## src/rtl/rom_read_arbiter_if.sv

```systemverilog
`timescale 1ns/1ps
// rom_read_arbiter_if
//  Bundles the two requester ports, the shared read-data bus and the ROM
//  control/data pins of rom_read_arbiter.
//  Modports:
//    slave  - the arbiter: samples requests and ROM data, drives grants,
//             read-valid pulses, rdata, busy and the ROM control pins.
//    master - everything around it (requesters plus the ROM instance).
//  Signals:
//    req0/addr0, req1/addr1   read requests and their addresses
//    gnt0/gnt1                1-cycle pulse: request accepted
//    rvalid0/rvalid1          1-cycle pulse: rdata holds that port's word
//    rdata                    shared read-data bus, holds last captured word
//    busy                     arbiter not idle
//    rom_en/rom_addr          to the ROM
//    rom_out                  from the ROM
interface rom_read_arbiter_if #(
  parameter int ADDR_W = 4,
  parameter int DATA_W = 16
);
  logic              req0;
  logic [ADDR_W-1:0] addr0;
  logic              gnt0;
  logic              rvalid0;
  logic              req1;
  logic [ADDR_W-1:0] addr1;
  logic              gnt1;
  logic              rvalid1;
  logic [DATA_W-1:0] rdata;
  logic              busy;
  logic              rom_en;
  logic [ADDR_W-1:0] rom_addr;
  logic [DATA_W-1:0] rom_out;

  modport slave (
    input  req0, addr0, req1, addr1, rom_out,
    output gnt0, rvalid0, gnt1, rvalid1, rdata, busy, rom_en, rom_addr
  );

  modport master (
    output req0, addr0, req1, addr1, rom_out,
    input  gnt0, rvalid0, gnt1, rvalid1, rdata, busy, rom_en, rom_addr
  );
endinterface

```

## src/rtl/rom_read_arbiter.sv

```systemverilog
`timescale 1ns/1ps
// rom_read_arbiter
//  Shares one synchronous ROM between two read requesters. Round-robin
//  arbitration with a single outstanding read; every output is registered.
//  Sequence per read: IDLE (grant) -> ISSUE (one cycle, ROM strobed)
//  -> WAIT (ROM_LAT cycles) -> capture into rdata with a per-port valid pulse.
//  Ports:
//    clk  - system clock, rising edge
//    rst  - synchronous active-high reset
//    bus  - rom_read_arbiter_if.slave: requests, grants, read-valids,
//           rdata, busy and the ROM en/address/data pins
//  Parameters:
//    ADDR_W  ROM address width
//    DATA_W  ROM data width
//    ROM_LAT ROM read latency in cycles, 1..3
module rom_read_arbiter #(
  parameter int ADDR_W  = 4,
  parameter int DATA_W  = 16,
  parameter int ROM_LAT = 1
) (
  input  logic               clk,
  input  logic               rst,
  rom_read_arbiter_if.slave  bus
);

  localparam int CNT_W = 2;

  typedef enum logic [1:0] {
    IDLE  = 2'd0,
    ISSUE = 2'd1,
    WAIT  = 2'd2
  } state_t;

  state_t            state_q, state_d;
  logic [CNT_W-1:0]  cnt_q, cnt_d;
  logic              fav_q, fav_d;      // 0: port 0 favoured, 1: port 1 favoured
  logic              owner_q, owner_d;  // port whose read is in flight
  logic              gnt0_q, gnt0_d;
  logic              gnt1_q, gnt1_d;
  logic              rvalid0_q, rvalid0_d;
  logic              rvalid1_q, rvalid1_d;
  logic              rom_en_q, rom_en_d;
  logic [ADDR_W-1:0] rom_addr_q, rom_addr_d;
  logic [DATA_W-1:0] rdata_q, rdata_d;
  logic              busy_q, busy_d;
  logic              pick;

  always_comb begin
    state_d    = state_q;
    cnt_d      = cnt_q;
    fav_d      = fav_q;
    owner_d    = owner_q;
    gnt0_d     = 1'b0;
    gnt1_d     = 1'b0;
    rvalid0_d  = 1'b0;
    rvalid1_d  = 1'b0;
    rom_en_d   = 1'b0;
    rom_addr_d = rom_addr_q;
    rdata_d    = rdata_q;
    pick       = 1'b0;

    case (state_q)
      IDLE: begin
        if (bus.req0 || bus.req1) begin
          // Contention goes to the favoured port; a lone request wins outright.
          pick       = (bus.req0 && bus.req1) ? fav_q : bus.req1;
          owner_d    = pick;
          fav_d      = ~pick;
          gnt0_d     = ~pick;
          gnt1_d     = pick;
          rom_en_d   = 1'b1;
          rom_addr_d = pick ? bus.addr1 : bus.addr0;
          state_d    = ISSUE;
        end
      end
      ISSUE: begin
        // The ROM sampled en/addr at the edge that entered WAIT, so ROM_LAT
        // more edges bring its data; cnt counts them down to the capture edge.
        cnt_d   = CNT_W'(ROM_LAT - 1);
        state_d = WAIT;
      end
      WAIT: begin
        if (cnt_q == '0) begin
          rdata_d   = bus.rom_out;
          rvalid0_d = ~owner_q;
          rvalid1_d = owner_q;
          state_d   = IDLE;
        end else begin
          cnt_d = cnt_q - 1'b1;
        end
      end
      default: state_d = IDLE;
    endcase

    busy_d = (state_d != IDLE);
  end

  always_ff @(posedge clk) begin
    if (rst) begin
      state_q    <= IDLE;
      cnt_q      <= '0;
      fav_q      <= 1'b0;
      owner_q    <= 1'b0;
      gnt0_q     <= 1'b0;
      gnt1_q     <= 1'b0;
      rvalid0_q  <= 1'b0;
      rvalid1_q  <= 1'b0;
      rom_en_q   <= 1'b0;
      rom_addr_q <= '0;
      rdata_q    <= '0;
      busy_q     <= 1'b0;
    end else begin
      state_q    <= state_d;
      cnt_q      <= cnt_d;
      fav_q      <= fav_d;
      owner_q    <= owner_d;
      gnt0_q     <= gnt0_d;
      gnt1_q     <= gnt1_d;
      rvalid0_q  <= rvalid0_d;
      rvalid1_q  <= rvalid1_d;
      rom_en_q   <= rom_en_d;
      rom_addr_q <= rom_addr_d;
      rdata_q    <= rdata_d;
      busy_q     <= busy_d;
    end
  end

  assign bus.gnt0     = gnt0_q;
  assign bus.gnt1     = gnt1_q;
  assign bus.rvalid0  = rvalid0_q;
  assign bus.rvalid1  = rvalid1_q;
  assign bus.rom_en   = rom_en_q;
  assign bus.rom_addr = rom_addr_q;
  assign bus.rdata    = rdata_q;
  assign bus.busy     = busy_q;

endmodule

```

## src/flat_wrapper.sv

```systemverilog
// flat-port wrapper written by rule: the top's interface ports become plain ports
module rom_read_arbiter_flat 
#(
  parameter int ADDR_W  = 4,
  parameter int DATA_W  = 16,
  parameter int ROM_LAT = 1
)
  (clk, rst, bus_req0, bus_addr0, bus_req1, bus_addr1, bus_rom_out, bus_gnt0, bus_rvalid0, bus_gnt1, bus_rvalid1, bus_rdata, bus_busy, bus_rom_en, bus_rom_addr);
  rom_read_arbiter_if #(.ADDR_W(ADDR_W), .DATA_W(DATA_W)) bus_i ();
  input  logic clk;
  input  logic rst;
  input wire logic [$bits(bus_i.req0)-1:0] bus_req0;
  input wire logic [$bits(bus_i.addr0)-1:0] bus_addr0;
  input wire logic [$bits(bus_i.req1)-1:0] bus_req1;
  input wire logic [$bits(bus_i.addr1)-1:0] bus_addr1;
  input wire logic [$bits(bus_i.rom_out)-1:0] bus_rom_out;
  output wire logic [$bits(bus_i.gnt0)-1:0] bus_gnt0;
  output wire logic [$bits(bus_i.rvalid0)-1:0] bus_rvalid0;
  output wire logic [$bits(bus_i.gnt1)-1:0] bus_gnt1;
  output wire logic [$bits(bus_i.rvalid1)-1:0] bus_rvalid1;
  output wire logic [$bits(bus_i.rdata)-1:0] bus_rdata;
  output wire logic [$bits(bus_i.busy)-1:0] bus_busy;
  output wire logic [$bits(bus_i.rom_en)-1:0] bus_rom_en;
  output wire logic [$bits(bus_i.rom_addr)-1:0] bus_rom_addr;
  assign bus_i.req0 = bus_req0;
  assign bus_i.addr0 = bus_addr0;
  assign bus_i.req1 = bus_req1;
  assign bus_i.addr1 = bus_addr1;
  assign bus_i.rom_out = bus_rom_out;
  assign bus_gnt0 = bus_i.gnt0;
  assign bus_rvalid0 = bus_i.rvalid0;
  assign bus_gnt1 = bus_i.gnt1;
  assign bus_rvalid1 = bus_i.rvalid1;
  assign bus_rdata = bus_i.rdata;
  assign bus_busy = bus_i.busy;
  assign bus_rom_en = bus_i.rom_en;
  assign bus_rom_addr = bus_i.rom_addr;
  rom_read_arbiter #(.ADDR_W(ADDR_W), .DATA_W(DATA_W), .ROM_LAT(ROM_LAT)) u_core (.clk(clk), .rst(rst), .bus(bus_i));
endmodule
```

## config.mk

```make
export PLATFORM = sky130hd
export DESIGN_NAME = rom_read_arbiter_flat
export DESIGN_NICKNAME = d
export VERILOG_FILES = /design/src/rtl/rom_read_arbiter_if.sv /design/src/rtl/rom_read_arbiter.sv /design/src/flat_wrapper.sv
export SDC_FILE = /design/constraint.sdc
export NUM_CORES = 1
export LEC_CHECK = 0
export CELL_PAD_IN_SITES_DETAIL_PLACEMENT = 2
export CELL_PAD_IN_SITES_GLOBAL_PLACEMENT = 2
export CORE_MARGIN = 8
export CORE_UTILIZATION = 25
export DETAILED_ROUTE_END_ITERATION = 16
export PLACE_DENSITY = 0.9
export SLEW_MARGIN = 20
export SYNTH_ARGS = -nofsm -noshare
export SYNTH_HDL_FRONTEND = slang
export SYNTH_SLANG_ARGS = --single-unit
```

## constraint.sdc

```tcl
create_clock -name clk -period 4 [get_ports clk]
set_input_delay 1 -clock clk [delete_from_list [all_inputs] [get_ports clk]]
set_output_delay 1 -clock clk [all_outputs]
set_load 0.1 [all_outputs]
```

# Yosys cells after proc, flatten, opt, wreduce, memory -nomap -nowiden
# Index checks and enable logic that the tools add are counted.
[totals] out_inout_bits=26 wordCells=42 input_bits=28 reg_bits=32
[op_classes] bitwise_logic=6 mux=8 n_reduce_logical=12 add_sub_neg=1 eq_ne=3
[op_table] operator="2-bit two-way mux" n=3
[op_table] operator="1-bit NOT" n=6
[op_table] operator="2-bit one-hot mux with 3 select lines" n=1
[op_table] operator="2-bit AND reduction" n=3
[op_table] operator="3-bit OR reduction" n=2
[op_table] operator="2-bit zero test" n=2
[op_table] operator="4-bit two-way mux" n=1
[op_table] operator="2-bit one-hot mux with 2 select lines" n=1
[op_table] operator="2-bit nonzero test" n=2
[op_table] operator="2-bit by 1-bit equality test with 1-bit output, second input constant" n=1
[op_table] operator="2-bit equality test, second input constant" n=1
[op_table] operator="1-bit two-way mux" n=2
[op_table] operator="2-bit inequality test, second input constant" n=1
[op_table] operator="2-bit OR reduction" n=1
[op_table] operator="2-bit by 1-bit subtractor with 2-bit output, second input constant" n=1
[op_table] operator="1-bit logical AND" n=1
[op_table] operator="1-bit logical OR" n=1

# Depth between registers and ports, before layout
# Gate-level depths: netlist (run 1).
[depth] word_depth=4 ltp_mapped=7 depth_no_buf=5

# Least setup slack after synthesis (run 1)
# No wires, ideal clock.
[synth_path] path_kind="register to output" startpoint="register u_core.rom_addr_q[0], in the netlist u_core.bus.rom_addr[0]" endpoint="output bus_rom_addr[0]" slack_ns=2.075 n_path_buf=0 arrival_ns=0.925 stages_incl_launch_ff=1 t_required_ns=3.000 path_cell_list="dfxtp_1"
[synth_lines] item="from (decl)" line="rom_read_arbiter.sv:43" text="logic [ADDR_W-1:0] rom_addr_q, rom_addr_d;"
[synth_lines] item="from (signal assigned)" line="rom_read_arbiter.sv:122" text="rom_addr_q <= rom_addr_d;"
[synth_lines] item="to (decl)" line="flat_wrapper.sv:24" text="output wire logic [$bits(bus_i.rom_addr)-1:0] bus_rom_addr;"
# No word-level cell between the ends.

# Worst setup path in the final report (run 1)
[layout_path] startpoint="register u_core.rdata_q[8], in the netlist u_core.bus.rdata[8]" endpoint="output bus_rdata[8]"
[layout_lines] item="from (decl)" line="rom_read_arbiter.sv:44" text="logic [DATA_W-1:0] rdata_q, rdata_d;"
[layout_lines] item="from (signal assigned)" line="rom_read_arbiter.sv:123" text="rdata_q <= rdata_d;"
[layout_lines] item="to (decl)" line="flat_wrapper.sv:21" text="output wire logic [$bits(bus_i.rdata)-1:0] bus_rdata;"
# No word-level cell between the ends.

==> reports/qor.txt, run 1 <==
Outcome: completed
Max Fanout on Critical Path: 2
Synth area leader: dfxtp_1
Maximum vdd drop: 0.1896 mV
HPWL Detailed: 2996 microns
Min-Delay Path Class: flip-flop to flip-flop
Synth Area per Inst: 9.047 sq um
Setup Viol. Count Final: 0
Syn nets: 172
Clock tree root buffer cell: clkbuf_8
Fin crit share: 70.35%
Top cells by area, synth: dfxtp_1 50%, nand2_1 9.3%, a21oi_2 6.8%
Setup ws final: 1.186 ns
Fill count: 572
First-pass GRT wire length: 6472 microns
# H-tree levels: 2
I/O pins: 54
Max_cap viols: 0
PortBufs: 53
Highest routed layer: met4
WHS Path Cells: 1
Slowest cell on the critical path: clkdlybuf4s50_1
Slew headroom: 28.12%
Endpoint class of the critical path: output port
Post-synth top cells: 32 x dfxtp_1, 32 x nand2_1, 15 x a21oi_1, 10 x a21oi_2, 5 x nand3_1
Post-CTS Hold Buffers: 0
Min-delay src: u_core.owner_q$_SDFFE_PP0N_
Sequential cell area fraction in the yosys report: 49.52%
Setup Skew: 0.006651 ns
FFs w/ async S/R, synth: 0%
Crit path buf inv count: 1
Total CTS buffers: 5
GRT overflow: 0
FF-to-FF End: u_core.bus.rdata[13]$_SDFFE_PP0N_
Die Span X: 87.94 microns
Core box area: 5042 sq um
Setup Buffers After CTS: 0
Largest net degree at the start of global routing: 28
Register bit total from synthesis: 32
Routability congestion estimate: 0.6515
Clock-pin slew on the worst setup and hold paths: 0.07 ns
Final Routed Wirelength: 4077 microns
Hold EP: u_core.bus.rvalid0$_SDFF_PP0_
Synth cell types: 30
FF-to-FF setup slack: 2.32 ns
Post-CTS Resized: 0
Vias in the first global route: 1324
Yosys warning count: 0
Area Overhead vs Synth: 51.35%
TritonCTS clock tree: done
Final ANT Viol Nets: 0
Die ar.: 7733 sq um
Die H: 87.94 microns
LEAKAGE: 0.0006542 uW
Unrepaired setup endpoints after global routing: false
Crit Path Category: flip-flop to output port
Post-synth EDFFs: 0
M1 wire length: 1731 microns
Clk sinks: 32
CP Launch Type: flip-flop
Critical Path, Cell by Cell: clkdlybuf4s50_1
Antenna violations before repair: 0
Nets: 223
Largest delay share family, worst path: buffers and inverters
Layout cell share with drive strength beyond 1: 12.31%
Crit path DAT: 1.81 ns
ANT cells: 0
Drt drc: 0
R2R cell count: 5
Minimum clock period: 2.814 ns
Clock Tree Buf Depth: 2
DR WL met2: 2025 microns
Overall via count from detail_route: 1218
Routed wire per std cell: 15.38 microns
Number of placement rows: 26
Synthesized instance count: 143
Worst flop-to-flop path startpoint: u_core.cnt_q[0]$_SDFFE_PP0P_
Ys flop type: dfxtp_1
Power Density: 451.3 nW/um^2
Hold Vio Cnt, Final: 0
Mapped cell area: 1294 sq um
CP peak stage delay: 1.16 ns
Top-area cell type share of the netlist area: 49.52%
WL met3: 238 microns
Pre-CTS setup slack: 1.297 ns
Total GRT Usage: 11.05%
Crit path depth: 1
Max Slew Vio Count: 0
1st-pass router iterations: 2
Initial DRC Count: 54
FMAX: 0.3553 GHz
Initial core utilization: 25.66%
Setup TNS: 0 ns
Worst EP required: 3.00 ns
Via density: 4.596
Worst-Margin Slew: 1.075 ns
Clk_lat worst skew: 0.29 ns
==> state kept, by name, indices dropped and copies added (netlist names), 2 cells and up <==
name	cells
u_core.bus.rom_addr	4
u_core.cnt_q	2
u_core.state_q	2
u_core.bus.rdata	16
==> worst max-delay path by stage <==
| stage | from | endpoint | slack (ns) |
|---|---|---|---|
| 2_1_floorplan | u_core.bus.rom_addr[0]$_SDFFE_PP0N_ | bus_rom_addr[0] | 2.08 |
| 3_3_place_gp | rst | u_core.bus.rdata[13]$_SDFFE_PP0N_ | 1.33 |
| 3_5_place_dp | rst | u_core.bus.rdata[13]$_SDFFE_PP0N_ | 1.30 |
| 4_1_cts | u_core.bus.rdata[8]$_SDFFE_PP0N_ | bus_rdata[8] | 1.14 |
| 5_1_grt | u_core.bus.rdata[8]$_SDFFE_PP0N_ | bus_rdata[8] | 1.12 |
| 6_report | u_core.bus.rdata[8]$_SDFFE_PP0N_ | bus_rdata[8] | 1.19 |
==> per-layer routing <==
metal / track usage [%] / vias to the layer above
met5: 0 / -
met4: 5.625 / 0
met3: 3.659 / 6
met2: 18.74 / 37
met1: 11.98 / 585
li1: - / 590
==> cell families (layout without fill, tap and decap cells) <==
logic type	after synthesis	after routing	share of synthesized area [%]
multiplexers	1	1	0.8703
adder cells (fa/ha/maj)	1	1	0.9670
buffers and inverters	13	65	6.479
flip-flops	32	32	49.52
AND/OR/NAND/NOR	60	60	23.79
AO/OA/AOI/OAI	36	36	18.37
==> report_power, final <==
part           leakage, uW  internal, uW  switching [uW]
clock network    0.0000541           184             127
logic             0.000339          67.3             154
registers         0.000261           337            13.8
==> area by class of cell <==
class                      count  area (sq um)  area share (%)
clock buffer                   5         68.82           3.514
clock inverter                 3         42.54           2.173
tap                           70         87.58           4.473
sequential                    32         640.6           32.72
multi-input combinational     98         569.3           29.07
inverter                       3         11.26          0.5751
timing repair buffer          54         538.0           27.48
==> stage by stage <==
stage	hold slack (ns)	power, uW	instances	util [%]	cell area, sq um
5_1_grt	0.4752	923.3	265	38.83	1958
3_3_place_gp	0.4458	577.4	257	36.63	1847
6_report	0.4516	883.7	265	38.83	1958
3_5_place_dp	0.4526	581.5	257	36.63	1847
4_1_cts	0.4510	899.3	265	38.83	1958
2_1_floorplan	0.4164	514.5	143	-	1294
==> placed cells by master, fill, tap and decap left out, types with 2 or more instances in the layout <==
cell / count
dfxtp_1: 32
o21ai_0: 4
nand3_1: 5
nand2_1: 32
clkdlybuf4s50_1: 53
a31oi_1: 2
a21oi_1: 15
nand2_2: 2
nand2b_1: 2
nor3b_1: 3
a21oi_2: 10
nor4b_1: 2
nand3b_1: 2
clkbuf_8: 5
a311oi_1: 4
inv_1: 3
nor3_1: 3
nor2_1: 4
Power figures use the tool's default switching activity.
==> run 2: changes to the inputs <==
--- a/config.mk
+++ b/config.mk
@@ -8,9 +8,9 @@
 export CELL_PAD_IN_SITES_DETAIL_PLACEMENT = 2
 export CELL_PAD_IN_SITES_GLOBAL_PLACEMENT = 2
 export CORE_MARGIN = 8
-export CORE_UTILIZATION = 25
+export CORE_UTILIZATION = 23
 export DETAILED_ROUTE_END_ITERATION = 16
-export PLACE_DENSITY = 0.9
+export PLACE_DENSITY = 0.85
 export SLEW_MARGIN = 20
 export SYNTH_ARGS = -nofsm -noshare
 export SYNTH_HDL_FRONTEND = slang
==> constraint.sdc (replaced) <==
create_clock -name clk -period 2.85 [get_ports clk]
set_input_delay 0.7125 -clock clk [delete_from_list [all_inputs] [get_ports clk]]
set_output_delay 0.7125 -clock clk [all_outputs]
set_load 0.1 [all_outputs]
==> run 2 against run 1 <==
Compared with the run above: global-route usage down 1.0 points; cell count grew 0.75%; critical path depth grew 3; clock skew grew 0.0017 ns; via count shrank 3.2%; sequential power rose by 40%; combinational power increased by 37%; flip-flop and latch count stayed put; die area is 7.1% higher; clock power rose by 37%; count of clock-buffer cells in the layout is 1 higher; final area down 3.4%; critical path type is now input port to flip-flop.
==> reports/qor.txt, run 2 (same netlist as run 1, synthesis figures left out) <==
Clock-pin slew on the worst setup and hold paths: 0.07 ns (about the same)
Setup Skew: 0.008344 ns (+0.001693 ns)
Utilization after layout: 34.57% (-4.3 points)
Clock Tree Buf Depth: 2 (unchanged)
First-pass GRT wire length: 6748 microns (+4.3%)
Placed Cells: 259 (+0.78%)
Initial DRC Count: 36 (-33%)
Max Fanout on Critical Path: 9 (+7)
Grt met1 use: 11.62% (-0.36 points)
GRT met2 Usage: 16.75% (-2.0 points)
LEAKAGE: 0.0007036 uW (+7.5%)
Largest net degree at the start of global routing: 33 (+18%)
Fin crit share: 64.78%
ANT cells: 0 (unchanged)
Total Power: 1222 uW (+38%)
HPWL Detailed: 2976 microns (-0.67%)
Setup Buffers After CTS: 0 (unchanged)
FF-to-FF End: u_core.bus.rdata[2]$_SDFFE_PP0N_
Critical Path Source: bus_req1
Post-CTS Hold Buffers: 0 (unchanged)
Final ANT Viol Nets: 0 (unchanged)
Routed wire per std cell: 15.04 microns (-2.3%)
Unrepaired setup endpoints after global routing: false
I/O pins: 54 (unchanged)
Endpoint class of the critical path: flip-flop
R2R cell count: 5 (unchanged)
Routability congestion estimate: 0.7594 (+17%)
Initial core utilization: 23.64% (-2.0 points)
Setup Viol. Count Final: 0 (unchanged)
Hold Vio Cnt, Final: 0 (unchanged)
GRT overflow: 0 (unchanged)
Setup ws final: 1.004 ns (-0.1821 ns)
# H-tree levels: 2 (unchanged)
Nets: 223 (unchanged)
Final Routed Wirelength: 4015 microns (-1.5%)
Most frequent cells in the layout: 32 x nand2_1, 32 x dfxtp_1, 27 x clkdlybuf4s50_1, 27 x buf_4, 15 x a21oi_1
TritonCTS clock tree: done
CP Launch Type: input port
Worst flop-to-flop path startpoint: u_core.cnt_q[0]$_SDFFE_PP0P_
Crit Path Category: input port to flip-flop
Number of placement rows: 27 (+3.8%)
Clock tree root buffer cell: clkbuf_8
FMAX: 0.5416 GHz
Vias in the first global route: 1308 (-1.2%)
Die H: 91 microns (+3.5%)
Slew headroom: 51.66% (+24 points)
Area Overhead vs Synth: 46.23%
Clk sinks: 32 (unchanged)
Die ar.: 8281 sq um (+7.1%)
Drt drc: 0 (unchanged)
Crit path DAT: 1.98 ns (+0.17 ns)
FF-to-FF setup slack: 1.13 ns (-1.19 ns)
Worst EP required: 2.98 ns (-0.02 ns)
1st-pass router iterations: 4 (+2)
Total CTS buffers: 5 (unchanged)
Overall via count from detail_route: 1179 (-3.2%)
Max Slew Vio Count: 0 (unchanged)
Antenna violations before repair: 0 (unchanged)
Clk_lat worst skew: 0.28 ns (about the same)
Maximum vdd drop: 0.3165 mV (+67%)
Setup TNS: 0 ns (unchanged)
Post-CTS Resized: 0 (unchanged)
Total GRT Usage: 10.01% (-1.0 points)
Fill count: 643 (+12%)
Via density: 4.416 (-3.9%)
Pre-CTS setup slack: 0.7184 ns (-0.5783 ns)
Core box area: 5473 sq um (+8.5%)
Post-route insts no fill: 267 (+0.75%)
Worst-Margin Slew: 0.7252 ns (-0.3496 ns)
Outcome: completed
Crit path to: u_core.bus.rom_addr[0]$_SDFFE_PP0N_
Power Density: 645.9 nW/um^2 (+43%)
Met3 Resource Use GR: 2.305% (-1.4 points)
PortBufs: 53 (unchanged)
Layout cell share with drive strength beyond 1: 25.13% (+13 points)
Minimum clock period: 1.846 ns
Min-Delay Path Class: flip-flop to flip-flop
Max reg flops: 16 (unchanged)
Busiest grt layer: met2
Die Span X: 91 microns (+3.5%)
Max_cap viols: 0 (unchanged)
-- run 2: worst max-delay path, cell delays in order --
cell	delay, ns
clkdlybuf4s50_1	0.62
nor2_1	0.12
nor3_1	0.35
a311oi_1	0.17
-- run 2: final cells by class --
cell class / instances / area [sq um] / area share [%]
multi-input cells: 98 / 569.3 / 30.09
clock buffers: 6 / 72.57 / 3.836
flip-flops and latches: 32 / 640.6 / 33.86
clock inverters: 2 / 35.03 / 1.852
inverters: 3 / 11.26 / 0.5952
repair buffers: 54 / 473.0 / 25.00
well taps: 72 / 90.09 / 4.762
-- run 2: stage by stage --
step / cell area (sq um) / hold WS, ns
after floorplan: 1294 / 0.4164
after global placement: 1784 / 0.4446
after detailed placement: 1784 / 0.4540
after CTS: 1892 / 0.4644
after global routing: 1892 / 0.4888
final: 1892 / 0.4573
-- run 2: how the worst min path moves through the flow --
stage | from | end | slack (ns) | cells past startpoint
after floorplan | u_core.owner_q$_SDFFE_PP0N_ | u_core.bus.rvalid0$_SDFF_PP0_ | 0.42 | 1
after global placement | u_core.bus.rdata[15]$_SDFFE_PP0N_ | u_core.bus.rdata[15]$_SDFFE_PP0N_ | 0.44 | 2
after detailed placement | u_core.bus.rdata[6]$_SDFFE_PP0N_ | u_core.bus.rdata[6]$_SDFFE_PP0N_ | 0.45 | 2
after CTS | u_core.bus.rdata[6]$_SDFFE_PP0N_ | u_core.bus.rdata[6]$_SDFFE_PP0N_ | 0.46 | 2
after global routing | u_core.bus.rdata[9]$_SDFFE_PP0N_ | u_core.bus.rdata[9]$_SDFFE_PP0N_ | 0.49 | 2
final | u_core.bus.rdata[6]$_SDFFE_PP0N_ | u_core.bus.rdata[6]$_SDFFE_PP0N_ | 0.46 | 2
-- run 2: per-layer routing --
layer / part of all wire (%) / wire [microns]
met1: 45 / 1823
met2: 49 / 1973
met3: 3.7 / 149
met4: 1.7 / 68
met5: 0 / 0
-- run 2: power by group --
| group | total [uW] | switching, uW | internal, uW |
|---|---|---|---|
| registers | 493 | 19.9 | 473 |
| logic | 303 | 216 | 87.2 |
| clock network | 426 | 166 | 259 |
==> run 3: changes to the inputs <==
--- a/config.mk
+++ b/config.mk
@@ -8,9 +8,9 @@
 export CELL_PAD_IN_SITES_DETAIL_PLACEMENT = 2
 export CELL_PAD_IN_SITES_GLOBAL_PLACEMENT = 2
 export CORE_MARGIN = 8
-export CORE_UTILIZATION = 23
+export CORE_UTILIZATION = 21
 export DETAILED_ROUTE_END_ITERATION = 16
-export PLACE_DENSITY = 0.85
+export PLACE_DENSITY = 0.82
 export SLEW_MARGIN = 20
 export SYNTH_ARGS = -nofsm -noshare
 export SYNTH_HDL_FRONTEND = slang
==> constraint.sdc (replaced) <==
create_clock -name clk -period 1.5 [get_ports clk]
set_input_delay 0.375 -clock clk [delete_from_list [all_inputs] [get_ports clk]]
set_output_delay 0.375 -clock clk [all_outputs]
set_load 0.1 [all_outputs]
==> run 3 against run 2 <==
Compared with the run above: sequential power rose by 92%; wire length grew 5.2%; core utilization grew 4.3 points; flip-flop and latch count is the same; die area up 7.8%; combinational power rose by 130%; critical path depth unchanged; global-route usage down 0.15 points; non-clock buffer count increased by 7.
==> reports/qor.txt, run 3 (same netlist as run 1, synthesis figures left out) <==
Outcome: completed
Routed wire per std cell: 15.25 microns (+1.4%)
Worst flop-to-flop path startpoint: u_core.cnt_q[0]$_SDFFE_PP0P_
Commonest non-fill, non-tap cell in the layout: nand2_1
Max Fanout on Critical Path: 6 (-3)
Total GRT Usage: 9.855% (-0.15 points)
TritonCTS clock tree: done
Max_cap viols: 0 (unchanged)
Crit Path Category: input port to flip-flop
Max Slew Vio Count: 0 (unchanged)
Overall via count from detail_route: 1230 (+4.3%)
Post-route insts no fill: 277 (+3.7%)
Unrepaired setup endpoints after global routing: false
Area Overhead vs Synth: 79.11%
FF-to-FF setup slack: 0.09 ns (-1.04 ns)
Routability congestion estimate: 0.7292 (-4.0%)
Hold Vio Cnt, Final: 0 (unchanged)
Critical Path Source: bus_req0
Nets: 230 (+3.1%)
Endpoint class of the critical path: flip-flop
Layout cell share with drive strength beyond 1: 30.69% (+5.6 points)
Clock tree root buffer cell: clkbuf_8
1st-pass router iterations: 4 (unchanged)
FMAX: 0.7045 GHz
Clock Tree Buf Depth: 2 (unchanged)
FF-to-FF End: u_core.bus.busy$_SDFF_PP0_
Setup Viol. Count Final: 0 (unchanged)
Clock-pin slew on the worst setup and hold paths: 0.07 ns (about the same)
R2R cell count: 6 (+1)
Number of placement rows: 28 (+3.7%)
Worst-Margin Slew: 0.3340 ns (-0.3911 ns)
Die ar.: 8928 sq um (+7.8%)
Minimum clock period: 1.419 ns
Die H: 94.49 microns (+3.8%)
Fin crit share: 94.63%
HPWL Detailed: 3347 microns (+12%)
Largest net degree at the start of global routing: 33 (unchanged)
Clk sinks: 32 (unchanged)
Core box area: 5956 sq um (+8.8%)
Min-Delay Path Class: flip-flop to flip-flop
Drt drc: 0 (unchanged)
Final Routed Wirelength: 4223 microns (+5.2%)
Antenna violations before repair: 0 (unchanged)
Worst EP required: 1.67 ns (-1.31 ns)
Initial DRC Count: 21 (-42%)
Vias in the first global route: 1451 (+11%)
Clk_lat worst skew: 0.27 ns (about the same)
Die Span X: 94.49 microns (+3.8%)
Crit path to: u_core.bus.rom_addr[3]$_SDFFE_PP0N_
Setup Skew: 0.004390 ns (-0.003954 ns)
Setup TNS: 0 ns (unchanged)
ANT cells: 0 (unchanged)
PortBufs: 53 (unchanged)
GRT overflow: 0 (unchanged)
LEAKAGE: 0.0008312 uW (+18%)
Setup Buffers After CTS: 0 (unchanged)
Most frequent cells in the layout: 32 x nand2_1, 31 x dfxtp_1, 27 x clkdlybuf4s50_1, 27 x buf_12, 15 x a21oi_1
Maximum vdd drop: 0.6336 mV (+100%)
Max reg flops: 16 (unchanged)
Fill count: 652 (+1.4%)
First-pass GRT wire length: 6955 microns (+3.1%)
Slew headroom: 77.73% (+26 points)
Via density: 4.440 (+0.56%)
Final ANT Viol Nets: 0 (unchanged)
Crit path DAT: 1.59 ns (-0.39 ns)
Post-CTS Hold Buffers: 0 (unchanged)
Initial core utilization: 21.72% (-1.9 points)
CP Launch Type: input port
Power Density: 1099 nW/um^2 (+70%)
Placed Cells: 269 (+3.9%)
I/O pins: 54 (unchanged)
Total CTS buffers: 5 (unchanged)
# H-tree levels: 2 (unchanged)
==> run 3: cell type report <==
class / instances / area (sq um) / share of cell area (%)
timing repair buffer: 61 / 863.3 / 37.26
sequential: 32 / 641.9 / 27.70
multi-input combinational: 98 / 580.6 / 25.05
clock buffer: 7 / 96.34 / 4.158
tap: 75 / 93.84 / 4.050
clock inverter: 1 / 30.03 / 1.296
inverter: 3 / 11.26 / 0.4860
==> run 3: how the worst min path moves through the flow <==
| stage | from | to | slack [ns] | depth (start not counted) |
|---|---|---|---|---|
| after CTS | u_core.owner_q$_SDFFE_PP0N_ | u_core.bus.rvalid0$_SDFF_PP0_ | 0.50 | 1 |
| after detailed placement | u_core.owner_q$_SDFFE_PP0N_ | u_core.bus.rvalid0$_SDFF_PP0_ | 0.49 | 1 |
| after global placement | u_core.bus.rdata[5]$_SDFFE_PP0N_ | u_core.bus.rdata[5]$_SDFFE_PP0N_ | 0.48 | 2 |
| after global routing | u_core.bus.rdata[9]$_SDFFE_PP0N_ | u_core.bus.rdata[9]$_SDFFE_PP0N_ | 0.53 | 2 |
| after floorplan | u_core.owner_q$_SDFFE_PP0N_ | u_core.bus.rvalid0$_SDFF_PP0_ | 0.42 | 1 |
| final | u_core.owner_q$_SDFFE_PP0N_ | u_core.bus.rvalid0$_SDFF_PP0_ | 0.49 | 1 |
==> run 3: critical path, cell delays in order <==
cell and delay [ns]:
clkdlybuf4s50_1 0.52, or2_1 0.27, a21oi_1 0.13, a311oi_1 0.29
==> run 3: layer usage <==
layer / vias to the layer above / GRT usage, % / part of all wire (%)
li1: 605 / - / -
met1: 601 / 10.08 / 38
met2: 22 / 18.71 / 57
met3: 2 / 3.333 / 5.0
met4: 0 / 2.341 / 0.45
met5: - / 0 / 0
==> run 3: through the flow <==
| stage | total power [uW] | worst slack (ns) | hold WS [ns] | utilization, % | cell area (sq um) |
|---|---|---|---|---|---|
| 6_report | 2548 | 0.08055 | 0.4927 | 38.91 | 2317 |
| 3_5_place_dp | 1677 | -0.2182 | 0.4888 | 36.58 | 2178 |
| 3_3_place_gp | 1662 | -0.1053 | 0.4806 | 36.58 | 2178 |
| 2_1_floorplan | 1372 | 0.1683 | 0.4164 | - | 1294 |
| 4_1_cts | 2592 | 0.02186 | 0.5042 | 38.72 | 2306 |
| 5_1_grt | 2656 | 0.01391 | 0.5265 | 38.91 | 2317 |
==> run 3: repair_timing <==
action | 4_1_cts | 5_1_grt
gates resized for setup | 1 | 4
pin swaps | 0 | 0
setup endpoints to repair | 16 | 2
==> run 3: where the power goes <==
part | internal (uW) | switching [uW]
Combinational | 276 | 427
Clock | 586 | 311
Sequential | 899 | 48.5
Total | 1760 | 786
